## config.mk

```make
export PLATFORM = sky130hd
export DESIGN_NAME = trap_ctrl
export DESIGN_NICKNAME = d
export VERILOG_FILES = /design/src/rtl/core_pkg.sv /design/src/rtl/trap_ctrl.sv
export SDC_FILE = /design/constraint.sdc
export NUM_CORES = 1
export LEC_CHECK = 0
export BUFFER_PORTS_ARGS = -buffer_cell sky130_fd_sc_hd__buf_2
export CORE_AREA = 5 5 117 119
export CTS_CLUSTER_DIAMETER = 100
export DETAILED_ROUTE_END_ITERATION = 16
export DIE_AREA = 0 0 122 124
export PLACE_DENSITY = 0.62
export SYNTH_ARGS = -nofsm -noshare
export SYNTH_HDL_FRONTEND = slang
export SYNTH_SLANG_ARGS = --single-unit
```

## constraint.sdc

```tcl
create_clock -name clk_i -period 1.9 [get_ports clk_i]
set_clock_uncertainty 0.2 [all_clocks]
set_input_delay 0.19 -clock clk_i [delete_from_list [all_inputs] [get_ports clk_i]]
set_output_delay 0.19 -clock clk_i [all_outputs]
set_load 0.05 [all_outputs]
```

## src/rtl/core_pkg.sv

```systemverilog
// Shared core types and constants for machine-mode trap sequencing.
package core_pkg;

  typedef enum logic [1:0] {
    IDLE     = 2'd0,
    DRAIN    = 2'd1,
    COMMIT   = 2'd2,
    REDIRECT = 2'd3
  } trap_state_t;

  typedef enum logic [1:0] {
    EXC  = 2'd0,
    IRQ  = 2'd1,
    MRET = 2'd2
  } trap_kind_t;

  localparam int          MCAUSE_IRQ_BIT      = 31;
  localparam int          IRQ_CAUSE_MEXT      = 11;
  localparam logic [1:0]  MTVEC_MODE_VECTORED = 2'b01;

  localparam logic [4:0]  EXC_ILLEGAL_INSTR   = 5'd2;
  localparam logic [4:0]  EXC_LOAD_MISALIGNED = 5'd4;
  localparam logic [4:0]  EXC_ECALL_M         = 5'd11;

  localparam logic [31:0] MCAUSE_IRQ_MEXT =
    (32'd1 << MCAUSE_IRQ_BIT) | 32'(IRQ_CAUSE_MEXT);
  localparam logic [31:0] VEC_OFFSET_MEXT = 32'(4 * IRQ_CAUSE_MEXT);

endpackage

```

## src/rtl/trap_ctrl.sv

```systemverilog
// Trap entry / MRET sequencer: IDLE -> DRAIN -> COMMIT -> REDIRECT -> IDLE.
// Build option TRAP_CTRL_VECTORED_EN enables vectored interrupt targets.
module trap_ctrl
  import core_pkg::*;
#(
  parameter int DRAIN_MAX = 15,
  parameter int CAUSE_W   = 5
) (
  input  logic               clk_i,
  input  logic               rst_n_i,
  input  logic               exc_req_i,
  input  logic [CAUSE_W-1:0] exc_cause_i,
  input  logic [31:0]        exc_pc_i,
  input  logic [31:0]        exc_tval_i,
  input  logic               mret_i,
  input  logic               irq_i,
  input  logic [31:0]        irq_pc_i,
  input  logic               pipe_idle_i,
  input  logic [31:0]        mtvec_i,
  input  logic [31:0]        mepc_i,
  input  logic               mstatus_mie_i,
  output logic               stall_o,
  output logic               flush_o,
  output logic               csr_trap_we_o,
  output logic               csr_mret_o,
  output logic [31:0]        csr_mepc_o,
  output logic [31:0]        csr_mcause_o,
  output logic [31:0]        csr_mtval_o,
  output logic               pc_redirect_o,
  output logic [31:0]        pc_target_o,
  output logic               busy_o,
  output logic               drain_timeout_o
);

  localparam int CNT_W = $clog2(DRAIN_MAX + 1);

  trap_state_t      state, state_nxt;
  trap_kind_t       kind;
  logic [CNT_W-1:0] drain_cnt;
  logic             take_exc, take_mret, take_irq, accept;
  logic             hit_max;

  function automatic logic [31:0] trap_target(input trap_kind_t k, input logic [31:0] tvec);
    logic [31:0] base;
    base = {tvec[31:2], 2'b00};
`ifdef TRAP_CTRL_VECTORED_EN
    if (k == IRQ && tvec[1:0] == MTVEC_MODE_VECTORED)
      return base + VEC_OFFSET_MEXT;
`endif
    return base;
  endfunction

`ifndef TRAP_CTRL_VECTORED_EN
  logic unused_mode;
  assign unused_mode = ^mtvec_i[1:0];
`endif

  // exc > mret > irq; interrupts gated by MIE
  assign take_exc  = exc_req_i;
  assign take_mret = mret_i & ~exc_req_i;
  assign take_irq  = irq_i & mstatus_mie_i & ~exc_req_i & ~mret_i;
  assign accept    = (state == IDLE) & (take_exc | take_mret | take_irq);
  assign hit_max   = (drain_cnt == CNT_W'(DRAIN_MAX));

  always_comb begin
    state_nxt = state;
    case (state)
      IDLE:     if (accept) state_nxt = DRAIN;
      DRAIN:    if (pipe_idle_i || hit_max) state_nxt = COMMIT;
      COMMIT:   state_nxt = REDIRECT;
      REDIRECT: state_nxt = IDLE;
      default:  state_nxt = IDLE;
    endcase
  end

  always_ff @(posedge clk_i or negedge rst_n_i) begin
    if (!rst_n_i) begin
      state           <= IDLE;
      kind            <= EXC;
      drain_cnt       <= '0;
      drain_timeout_o <= 1'b0;
      csr_mepc_o      <= '0;
      csr_mcause_o    <= '0;
      csr_mtval_o     <= '0;
    end else begin
      state <= state_nxt;
      if (accept) begin
        if (take_exc) begin
          kind         <= EXC;
          csr_mepc_o   <= {exc_pc_i[31:1], 1'b0};
          csr_mcause_o <= {{(32-CAUSE_W){1'b0}}, exc_cause_i};
          csr_mtval_o  <= exc_tval_i;
        end else if (take_mret) begin
          kind <= MRET;
        end else begin
          kind         <= IRQ;
          csr_mepc_o   <= irq_pc_i;
          csr_mcause_o <= MCAUSE_IRQ_MEXT;
          csr_mtval_o  <= '0;
        end
      end
      if (state == DRAIN && state_nxt == DRAIN)
        drain_cnt <= drain_cnt + CNT_W'(1);
      else
        drain_cnt <= '0;
      if (state == DRAIN && hit_max && !pipe_idle_i)
        drain_timeout_o <= 1'b1;
    end
  end

  // Control outputs decode straight from state so reset clears them at once
  assign busy_o        = (state != IDLE);
  assign stall_o       = (state != IDLE);
  assign flush_o       = (state == DRAIN);
  assign csr_trap_we_o = (state == COMMIT) && (kind != MRET);
  assign csr_mret_o    = (state == COMMIT) && (kind == MRET);
  assign pc_redirect_o = (state == REDIRECT);
  assign pc_target_o   = (state != REDIRECT) ? 32'd0 :
                         (kind == MRET)      ? mepc_i : trap_target(kind, mtvec_i);

endmodule

```

* Word-level counts from Yosys, hierarchy flattened *
Index checks and enable logic that the tools add are counted.
W data, S select, Z words.

word-level totals
  bits in registers = 105
  input bits = 172
  word-level logic and storage cells = 50

cells by class
  add/subtract/negate cells = 1
  eq/ne operators = 9
  muxes and demuxes = 14
  bitwise logic cells = 9
  reductions and logical operators = 10

operators by type and width
  cell                   count
  $mux W32               8
  $mux W2                4
  $pmux W2 S4            1
  $eq A2 B2 Y1 const B   3
  $ne A2 B2 Y1 const B   3
  $and A1 B1 Y1          5
  $logic_and A1 B1 Y1    5
  $add A4 B1 Y4 const B  1
  $eq A2 B1 Y1 const B   2
  $eq A4 B4 Y1 const B   1
  $mux W4                1
  $logic_not A2 Y1       1
  $not A1 Y1             2
  $or A1 B1 Y1           2
  $reduce_and A2 Y1      1
  $reduce_bool A2 Y1     1
  $logic_not A1 Y1       1
  $logic_or A1 B1 Y1     1

* Depth between registers and ports, before layout *
  depth in word-level cells = 10
  mapped depth = 5

* Worst setup path before layout *
OpenSTA, ideal clock, no wires.

  kind = flip-flop to output port
  start point = register kind[1]
  end point = output pc_target_o[22]
  data arrival time = 1.655 ns
  required time = 1.510 ns
  setup slack = -0.145 ns
  stages on the path, launching flop included = 6
  path buffers = 2
  cell sequence = dfrtp_1 -> nor2b_1 -> clkbuf_1 -> buf_2 -> nand2_1 -> a21oi_1

between the ends
  word-level cells in the longest chain between the ends = 3

ends and longest elaborated chain
  item                    line              text
  from (decl)             trap_ctrl.sv:38   trap_kind_t kind;
  from (signal assigned)  trap_ctrl.sv:79   kind <= EXC;
  from (signal assigned)  trap_ctrl.sv:89   kind <= EXC;
  from (signal assigned)  trap_ctrl.sv:94   kind <= MRET;
  $eq A2 B2 Y1            trap_ctrl.sv:119  (kind == MRET) ? mepc_i : trap_target(kind, mtvec_i);
  $mux W32                trap_ctrl.sv:119
  $mux W32                trap_ctrl.sv:118  assign pc_target_o = (state != REDIRECT) ? 32'd0 :
  to (decl)               trap_ctrl.sv:30   output logic [31:0] pc_target_o,

No other way between the ends.

* Worst setup path after layout *
  start point = register kind[0]
  end point = output pc_target_o[11]

Same word-level chain as after synthesis.

==> results.md <==
| Item | Value | Unit |
| --- | --- | --- |
| Floorplan die height | 124 | um |
| Number of buffer cells added on primary ports | 277 | - |
| Post-synth EDFFs | 0 | - |
| Starting DRC count in detailed routing | 263 | - |
| Clock Pin Slew Worst Setup and Hold Paths | 0.07 | ns |
| Number of fillers in the final layout | 1032 | - |
| Insertion delay of the later-clocked pin in the worst-skew pair | 0.33 | ns |
| Overall overflow remaining after global route | 0 | - |
| Register bit count reported by yosys | 79 | - |
| First-pass GRT wire length | 23600 | um |
| Part of the total power dissipated in combinational logic | 64.1 | % |
| Worst relative slew slack | 28.1 | % |
| Avg Vias per Cell | 4.81 | - |
| Post-detail-place hpwl | 10400 | um |
| DRT Pass-1 Iters | 4 | - |
| Minimum clock period after layout | 1.98 | ns |
| Yosys warnings | 0 | - |
| Crit-path max FO | 8 | - |
| Worst slack at placement | 0.0748 | ns |
| Clk sink count | 79 | - |
| Final core area utilization | 58.7 | % |
| Routed length per instance | 17.9 | um |
| Post-route setup slack | -0.0820 | ns |
| CTS max path bufs | 2 | - |
| Largest net degree at the start of global routing | 66 | - |
| Fmax | 0.505 | GHz |
| Sequential group share of total power | 22.3 | % |
| Fraction of layout cells with a size suffix above 1 | 48.1 | % |
| Routability congestion estimate from global placement | 0.742 | - |
| Area growth, synth to finish | 89.1 | % |
| Initial Util | 31.0 | % |
| Initial antenna violation count | 1 | - |
| Diodes inserted | 0 | - |
| Maximum Capacitance Violations | 0 | - |
| Number of instances in the placed design | 801 | - |
| Required time reported for the critical path endpoint | 1.51 | ns |
| Root Buffer Master | clkbuf_16 | - |
| Worst endpoint data arrival time | 1.59 | ns |
| Post-route setup TNS | -1.64 | ns |
| Cell-internal power | 6.27 | mW |
| Path category of the worst min-delay check | primary input to flop | - |
| Final standard cell area without fillers | 0.00732 | sq mm |
| Worst hold slack across all endpoints | 0.0557 | ns |
| TritonCTS clock tree | done | - |
| Die extent in x | 122 | um |
| Share of flip-flops with an asynchronous set or reset | 100 | % |
| Critical path's top delay family | buffers and inverters | - |
| Non-filler cells in the finished layout | 933 | - |
| CP startpoint kind | flop | - |
| Area of the die | 0.0151 | sq mm |
| Wirelength, routed | 16700 | um |
| TritonCTS buffer count | 9 | - |
| Actual slew at the worst max-slew pin | 1.08 | ns |
| Leakage power of the design | 3.84 | nW |
| Placed cell areas | 0.00546 | sq mm |
| Seq/Total Area, Yosys | 51.1 | % |
| Worst setup EP type | primary output | - |
| Cell area after technology mapping | 0.00387 | sq mm |
| Average size of a mapped cell | 10.3 | sq um |
| Number of nets with antenna violations after routing | 0 | - |
| Crit Path Class | flop to primary output | - |
| Clock power share | 13.6 | % |
| NetSw | 6.79 | mW |
| Power per cell area | 1780 | mW/mm^2 |
| Design Power | 13.1 | mW |
| DR vias | 4485 | - |
| Sequential cell area in the final layout | 0.00198 | sq mm |
| Worst stage delay on the critical path | 0.42 | ns |
| Net total in the final layout | 929 | - |
| Failing checks | setup timing | - |
| Distinct cell type count of the synthesized netlist | 33 | - |
| RSZ-0062 raised after global routing | yes | - |
| Total area of multi-input combinational cells | 0.00177 | sq mm |
| Run status | complete, but fails checks | - |
| Number of buffer and inverter instances along the worst setup path | 3 | - |
| Most used flip-flop cell after synthesis | dfrtp_1 | - |
| Switching power as a share of total power | 52.0 | % |
| Post-route clock period utilization | 104 | % |
| Slowest cell on the critical path | dfrtp_1 | - |
| Final slew viol count | 0 | - |
| Worst-path cell chain | nor2b_4, buf_12, clkbuf_16, nand2_1, a21oi_2, buf_6 | - |
| Core Area | 0.0125 | sq mm |
| Worst IR drop on VDD | 0.000939 | V |
| Remaining DRCs | 0 | - |
| Deepest level of the CTS H-tree | 3 | - |
| Synth Instances | 375 | - |
| Final Hold Vio Count | 0 | - |
| Rows | 41 | - |
| Final setup fails | 32 | - |
| Number of I/O pins | 307 | - |
| Vias in the first global route | 4533 | - |
| Global-route usage over all layers | 20.1 | % |
==> worst paths after layout <==
path / startpoint / endpoint / slack (ns) / cells past startpoint
hold / removal: mret_i / csr_mcause_o[31] / 0.06 / 4
max in group asynchronous: rst_n_i / state[0] / 0.81 / 3
setup / recovery: kind[0] / pc_target_o[11] / -0.08 / 6
hold reg to reg: drain_cnt[0] / drain_cnt[0] / 0.26 / 1
min in group asynchronous: rst_n_i / csr_mtval_o[12] / 0.13 / 2
setup reg to reg: state[0] / csr_mepc_o[28] / 0.12 / 4
==> cells in the final DEF, fill, tap and decap left out, types with 14 or more instances in the layout <==
cell type and count:
and3_1 34, a21oi_2 28, dfrtp_1 77, buf_6 34, nand2_1 56, a22o_1 34
conb_1 26, dlygate4sd3_1 102, clkbuf_16 14, a221o_1 31, buf_2 242
==> flip-flops by register name (all words and copies together) (netlist names) <==
register / count
kind: 2
state: 2
drain_cnt: 4
csr_mtval_o: 32
drain_timeout_o: 1
csr_mcause_o: 6
csr_mepc_o: 32
==> layer usage <==
layer	wire [um]	global-route usage [%]	up-vias
met5	7	0	-
met2	9050	38.4	246
met1	5970	21.9	2133
met3	1310	4.68	31
li1	-	-	2073
met4	397	6.23	2
==> logic make-up after synthesis <==
logic type / count (synthesis) / synth area share, %
buffers and inverters: 61 / 10.5
adders and majority gates: 1 / 0.323
DFF: 79 / 51.1
xor gates and xnor gates: 2 / 0.453
AOI/OAI and AO/OA: 110 / 22.3
other: 1 / 0.0969
and+or+nand+nor: 121 / 15.2
==> worst reg2reg max path, delay by kind of cell, from the launching register on <==
kind                   cells  cell delay, ns
AO/OA/AOI/OAI              1            0.13
buffers and inverters      1            0.14
flip-flops                 1            0.44
AND/OR/NAND/NOR            2            0.82
==> synthesized netlist by cell type (all sizes together) (2+ instances only) <==
library cell | count | area, sq um
nor2 | 9 | 36.3
clkbuf | 11 | 41.3
nor2b | 2 | 12.5
a22o | 34 | 298
o21ai | 5 | 25.0
nand2b | 3 | 18.8
nand3 | 2 | 10.0
a221o | 31 | 310
a21oi | 31 | 155
and3 | 34 | 213
dfrtp | 79 | 1980
o22a | 4 | 35.0
inv | 4 | 15.0
buf | 46 | 352
nand2 | 66 | 248
==> power by group through the flow <==
stage / Clock [mW] / Combinational, mW / Sequential [mW]
after detailed placement: 0 / 7.09 / 2.86
after global placement: 0 / 6.99 / 2.88
after global routing: 1.89 / 8.73 / 3.01
after floorplan: 0 / 2.95 / 5.25
after CTS: 1.81 / 7.66 / 2.89
final: 1.78 / 8.37 / 2.92
==> final cells by class <==
type	instances	share of cell area, %
clock buffers	9	3.08
inverters	4	0.205
multi-input cells	260	24.2
clock inverters	7	1.11
repair buffers	402	41.4
flip-flops and latches	79	27.0
well taps	172	2.94
==> timing repair <==
item	CTS	global route
resized for setup	64	24
endpoints found under the hold margin	140	0
pin swaps	0	9
cloned	2	7
setup buffers	2	3
hold buffers	102	0
setup endpoints to repair	34	34
(Power assumes the default switching activity.)
